<file path="config.mk">
export PLATFORM = sky130hd
export DESIGN_NAME = acc_result_collector
export DESIGN_NICKNAME = d
export VERILOG_FILES = /design/src/rtl/acc_result_collector.sv
export SDC_FILE = /design/constraint.sdc
export NUM_CORES = 1
export LEC_CHECK = 0
export BUFFER_PORTS_ARGS = -buffer_cell sky130_fd_sc_hd__buf_2
export CORE_ASPECT_RATIO = 1.5
export CORE_MARGIN = 2
export CORE_UTILIZATION = 45
export DETAILED_ROUTE_END_ITERATION = 6
export GPL_ROUTABILITY_DRIVEN = 0
export PLACE_DENSITY = 0.69
export SYNTH_ARGS = -nofsm -noshare
export SYNTH_HDL_FRONTEND = slang
export SYNTH_SLANG_ARGS = --single-unit
export TNS_END_PERCENT = 1
</file>
<file path="constraint.sdc">
create_clock -name aclk -period 3.2 [get_ports aclk]
set_clock_uncertainty 0.2 [all_clocks]
set_input_delay 0.16 -clock aclk [delete_from_list [all_inputs] [get_ports aclk]]
set_output_delay 0.16 -clock aclk [all_outputs]
set_load 0.05 [all_outputs]
</file>
<file path="src/rtl/acc_result_collector.sv">
// acc_result_collector
//   Filters the accumulator's result stream down to the final group sums
//   (beats flagged with tlast), buffers them in a small circular FIFO and
//   re-emits them on an AXI-Stream master with backpressure.
//   Output words are framed into packets of GROUPS_PER_PACKET results.
//
// Ports
//   aclk, aresetn   clock (rising edge), asynchronous active-low reset
//   aclken          clock enable; 0 freezes all state and the output handshake
//   s_axis_*        accumulator result stream (no backpressure)
//   m_axis_*        buffered final sums, tready backpressure
//   fill_count      entries held, including the one on the output
//   overflow        sticky flag: a final sum was dropped because the FIFO was full
module acc_result_collector #(
   parameter int unsigned DATA_WIDTH        = 16,
   parameter int unsigned TUSER_WIDTH       = 4,
   parameter int unsigned FIFO_DEPTH        = 4,
   parameter int unsigned GROUPS_PER_PACKET = 3
) (
   input  logic                          aclk,
   input  logic                          aresetn,
   input  logic                          aclken,
   input  logic                          s_axis_tvalid,
   input  logic [DATA_WIDTH-1:0]         s_axis_tdata,
   input  logic                          s_axis_tlast,
   input  logic [TUSER_WIDTH-1:0]        s_axis_tuser,
   output logic                          m_axis_tvalid,
   input  logic                          m_axis_tready,
   output logic [DATA_WIDTH-1:0]         m_axis_tdata,
   output logic [TUSER_WIDTH-1:0]        m_axis_tuser,
   output logic                          m_axis_tlast,
   output logic [$clog2(FIFO_DEPTH):0]   fill_count,
   output logic                          overflow
);

   localparam int unsigned PtrW = $clog2(FIFO_DEPTH);
   localparam int unsigned CntW = PtrW + 1;
   localparam int unsigned PktW = (GROUPS_PER_PACKET > 1) ? $clog2(GROUPS_PER_PACKET) : 1;

   logic [PtrW-1:0]        wr_ptr_q, wr_ptr_d;
   logic [PtrW-1:0]        rd_ptr_q, rd_ptr_d;
   logic [CntW-1:0]        fill_q, fill_d;
   logic [PktW-1:0]        pkt_cnt_q, pkt_cnt_d;
   logic                   overflow_q, overflow_d;

   logic [DATA_WIDTH-1:0]  data_mem [FIFO_DEPTH];
   logic [TUSER_WIDTH-1:0] user_mem [FIFO_DEPTH];

   logic push_req, push, pop, full, last_of_pkt;

   assign full        = (fill_q == CntW'(FIFO_DEPTH));
   assign push_req    = aclken & s_axis_tvalid & s_axis_tlast;
   assign pop         = aclken & m_axis_tvalid & m_axis_tready;
   // When full, a push is only accepted if a pop frees the slot on the same edge.
   assign push        = push_req & (~full | pop);
   assign last_of_pkt = (pkt_cnt_q == PktW'(GROUPS_PER_PACKET - 1));

   always_comb begin
      wr_ptr_d   = wr_ptr_q;
      rd_ptr_d   = rd_ptr_q;
      fill_d     = fill_q;
      pkt_cnt_d  = pkt_cnt_q;
      overflow_d = overflow_q;

      if (push) wr_ptr_d = wr_ptr_q + PtrW'(1);
      if (pop) begin
         rd_ptr_d  = rd_ptr_q + PtrW'(1);
         pkt_cnt_d = last_of_pkt ? '0 : pkt_cnt_q + PktW'(1);
      end

      case ({push, pop})
         2'b10:   fill_d = fill_q + CntW'(1);
         2'b01:   fill_d = fill_q - CntW'(1);
         default: fill_d = fill_q;
      endcase

      if (push_req && !push) overflow_d = 1'b1;
   end

   always_ff @(posedge aclk or negedge aresetn) begin
      if (!aresetn) begin
         wr_ptr_q   <= '0;
         rd_ptr_q   <= '0;
         fill_q     <= '0;
         pkt_cnt_q  <= '0;
         overflow_q <= 1'b0;
      end else begin
         wr_ptr_q   <= wr_ptr_d;
         rd_ptr_q   <= rd_ptr_d;
         fill_q     <= fill_d;
         pkt_cnt_q  <= pkt_cnt_d;
         overflow_q <= overflow_d;
      end
   end

   // Storage is not reset; the output mux below masks it whenever the FIFO is empty.
   always_ff @(posedge aclk) begin
      if (push) begin
         data_mem[wr_ptr_q] <= s_axis_tdata;
         user_mem[wr_ptr_q] <= s_axis_tuser;
      end
   end

   assign m_axis_tvalid = (fill_q != '0);
   assign m_axis_tdata  = m_axis_tvalid ? data_mem[rd_ptr_q] : '0;
   assign m_axis_tuser  = m_axis_tvalid ? user_mem[rd_ptr_q] : '0;
   assign m_axis_tlast  = last_of_pkt & m_axis_tvalid;
   assign fill_count    = fill_q;
   assign overflow      = overflow_q;

endmodule
</file>
### After elaboration in Yosys (flattened, before gate mapping)

Memory sizes are Yosys's and may differ from the RTL's.
Cells that the tools add are included.

* reduce and logical (&&, ||, !) cells: 4
* bitwise operators: 8
* $add $sub $neg: 5
* eq/ne operators: 4
* multiplexer cells: 6

Operator list (count)
* $mux W16: 1
* $add A2 B1 Y2 const B: 3
* $and A1 B1 Y1: 6
* $pmux W3 S2: 1
* $eq A2 B2 Y1 const B: 2
* $mux W4: 1
* $add A3 B1 Y3 const B: 1
* $eq A3 B3 Y1 const B: 1
* $reduce_bool A3 Y1: 1
* $sub A3 B1 Y3 const B: 1
* $eq A2 B1 Y1 const B: 1
* $mux W1: 2
* $mux W2: 1
* $reduce_bool A2 Y1: 1
* $logic_and A1 B1 Y1: 1
* $logic_not A1 Y1: 1
* $not A1 Y1: 1
* $or A1 B1 Y1: 1

* word-level logic and storage cells: 34
* bits in writable memories: 80
* memories kept: 2
* flip-flop bits (word level): 10

Memories
* data_mem: words 4, width 16, read ports 1, clocked after Yosys merged registers in 0, wr ports 1, line 46 `logic [DATA_WIDTH-1:0] data_mem [FIFO_DEPTH];`
* user_mem: words 4, width 4, read ports 1, clocked after Yosys merged registers in 0, wr ports 1, line 47 `logic [TUSER_WIDTH-1:0] user_mem [FIFO_DEPTH];`

### Logic depth before layout (Yosys ltp)

* depth after elaboration: 7
* depth in mapped cells: 8
* mapped depth without buffers: 7

### Worst setup path before layout

No wires, ideal clock.

* path kind: reg-to-output
* from: register fill_q[1], in the netlist fill_count[1]
* to: output port m_axis_tlast
* stages on the path, launching flop included: 4
* path slack: 498 ps
* data arrival time: 2342 ps
* path buffers: 1
* path through: dfrtp_1 -> nor3_1 -> clkbuf_1 -> nor3b_1

* longest elaborated chain between the ends: 2

Ends and longest elaborated chain
* from (decl): line 42 `logic [CntW-1:0] fill_q, fill_d;`
* from (signal assigned): line 90 `fill_q <= fill_d;`
* $reduce_bool A3 Y1: line 104 `assign m_axis_tvalid = (fill_q != '0);`
* $and A1 B1 Y1: line 107 `assign m_axis_tlast = last_of_pkt & m_axis_tvalid;`
* to (decl): line 31 `output logic m_axis_tlast,`

Every way passes these cells.

### Worst setup path in the final report

* from: register rd_ptr_q[0]
* to: output port m_axis_tdata[10]

* longest elaborated chain between the ends: 2

Ends and longest elaborated chain
* from (decl): line 41 `logic [PtrW-1:0] rd_ptr_q, rd_ptr_d;`
* from (signal assigned): line 89 `rd_ptr_q <= rd_ptr_d;`
* $mem_v2 Z4 W16
* $mux W16: line 105 `assign m_axis_tdata = m_axis_tvalid ? data_mem[rd_ptr_q] : '0;`
* to (decl): line 29 `output logic [DATA_WIDTH-1:0] m_axis_tdata,`

Every way passes these cells.

==> results_dict.tcl <==
set metrics [dict create \
    tns_ps 0 \
    cp.arrival_ps 1980 \
    p_total_w 0.00427 \
    yosysWarnings 0 \
    syn_inst 179 \
    rsz0062_at_grt "no" \
    synth-edff-count 80 \
    clk_pin_slew_worst_paths_ps 60 \
    path_class "reg -> out" \
    synthDistinctLibCells 28 \
    postLayoutCellArea_mm2 0.00452 \
    cp-end-kind "output pin" \
    grt_pass1_wl_um 9880 \
    grt_antenna_before_repair 0 \
    seqCellArea_mm2 0.00265 \
    cp_slowest_stage_delay_ps 580 \
    period_minus_slack_ps 2340 \
    finalHoldViolations 0 \
    first_global_vias 1952 \
    cap_viol_max_count 0 \
    die-area_mm2 0.00878 \
    drc 0 \
    vdd_ir_drop_max_mv 0.439 \
    syn_nets 210 \
    grt_max_degree 23 \
    cts_tree "yes" \
    placed_cells 337 \
    postRouteAntennaNets 0 \
    multi_input_area_um2 902 \
    worstPathRequired_ps 2840 \
    overflow 0 \
    status "finished, final reports clean" \
    dr.pass1.iters 4 \
    diodes 0 \
    path_cells "buf_4 -> mux4_2 -> nor2b_1 -> buf_2" \
    post_drt_wl_per_cell_um 17.3 \
    tightestPinTransition_ps 427 \
    power.density_mw_per_mm2 944 \
    vias 1888 \
    grt_usage 0.157 \
    io_buffers 51 \
    crit_path_top_delay_cell "mux4_2" \
    htree_levels 3 \
    rows 40 \
    place_area_mm2 0.00403 \
    relSlewSlack 0.708 \
    met2RoutedLength_um 3560 \
    ys_seq_area_frac 0.734 \
    synth_top_area_frac 0.665 \
    finalSetupViolCount 0 \
    min_path_type "in -> reg" \
    hpwlAfterDp_um 4130 \
    critPathLaunchType "flip-flop" \
    met1_length_um 2560 \
    wl_met3_um 198 \
    cp_max_fo 22 \
    drt-total-wl_um 6460 \
    instances_no_fill 374 \
    syn_area_mm2 0.00361 \
    hold_depth 3 \
    synth_common_cells "80 x edfxtp_1, 20 x mux4_2, 20 x nor2b_1" \
    fmax_mhz 427 \
    routed.top_layer "met4" \
    ys.flop_type "edfxtp_1" \
    root_buffer "clkbuf_16" \
    die_y_um 114 \
    ff2ff_path_depth 7 \
    post-route-period-util 0.732 \
    synth_top_area_cell "edfxtp_1" \
    cts_sinks 90 \
    drv_slew 0 \
    synth_most_common_cell "edfxtp_1" \
    dp_slack_ps 925 \
    clock_path_buffers 2 \
    num-nets-final 295 \
    synth.area.top_cells "edfxtp_1 66%, mux4_2 12%, dfrtp_1 6.9%" \
    start_util 0.457 \
    syn_to_final_growth_pct 25.1 \
    drt_iter0_markers 138 \
    p_leak_nw 1.64 \
    vias_per_cell 5.05 \
    fillers 649 \
    syn_avg_cell_area_um2 20.2 \
    async_flop_share 0.111 \
    clk-insertion-delay-late_ps 330 \
    core_mm2 0.00791 \
    io_pins 52 \
    cts_post_setup_buffers_inserted 0 \
    drive_gt1_frac 0.364 \
    die_w_um 77.2 \
    cts_buffers 9 \
    layout_setup_ws_ps 856 \
    yosys_register_bits 90 \
]
==> cell families after synthesis <==
logic type | Yosys count | synth area share
DFF | 90 | 0.734
and+or+nand+nor | 35 | 0.0637
muxes | 21 | 0.127
buffers and inverters | 13 | 0.0180
AOI/OAI and AO/OA | 10 | 0.0256
xor gates and xnor gates | 5 | 0.0121
adders and majority gates | 5 | 0.0194
==> cells in the final DEF (no fill, tap or decap), types with 3 or more instances in the layout <==
cell type       n
edfxtp_1       80
buf_2          51
dlygate4sd3_1  21
mux4_2         20
nor2b_1        20
dfrtp_1        10
clkbuf_16       9
buf_4           9
inv_1           6
xnor2_1         5
and2_1          4
nand2_1         4
ha_1            4
clkbuf_1        3
==> metal layers <==
metal  vias to the layer above  GRT usage
met3                         7     0.0293
met5                         -          0
met1                       965      0.174
met2                        42      0.277
met4                         0      0.100
li1                        874          -
==> through the flow <==
| step | util | hold slack, ps |
|---|---|---|
| CTS | 0.572 | 1.88 |
| global placement | 0.510 | -162 |
| global route | 0.572 | 16.1 |
| floorplan | - | -336 |
| finish | 0.572 | 4.98 |
| detailed placement | 0.510 | -169 |
==> worst paths after layout <==
path	slack (ps)	startpoint	end
setup reg to reg	920	fill_count[0]	fill_count[2]
setup / recovery	860	rd_ptr_q[0]	m_axis_tdata[10]
min in group asynchronous	10	aresetn	fill_count[1]
hold / removal	5	m_axis_tready	rd_ptr_q[0]
max in group asynchronous	2600	aresetn	rd_ptr_q[0]
hold reg to reg	250	overflow	overflow
==> power breakdown <==
group	switching (W)	internal, W	total [W]
sequential	0.0000960	0.00140	0.00150
combinational	0.00120	0.000580	0.00178
clock	0.000394	0.000599	0.000993
total	0.00169	0.00258	0.00427
==> final cells by class <==
| class | instances | area share |
|---|---|---|
| sequential | 90 | 0.587 |
| multi-input combinational | 76 | 0.200 |
| timing repair buffer | 81 | 0.118 |
| clock buffer | 12 | 0.0523 |
| tap | 105 | 0.0291 |
| clock inverter | 4 | 0.00941 |
| inverter | 6 | 0.00498 |
==> registers in the layout (all words and copies together) (netlist names) <==
register and count:
data_mem 64, fill_count 3, overflow 1, pkt_cnt_q 2, rd_ptr_q 2, user_mem 16
wr_ptr_q 2
==> critical path, delay by kind of cell (launching register included) <==
kind,cells,cell delay (ps)
buffers and inverters,2,590
DFF,1,320
muxes,1,580
and+or+nand+nor,1,150
==> timing repair <==
action / CTS / global route
resized for setup: 0 / 0
hold buffers: 21 / 0
endpoints found under the hold margin: 90 / 0
endpoints found under the setup margin: 0 / 0
(Power assumes the default switching activity.)
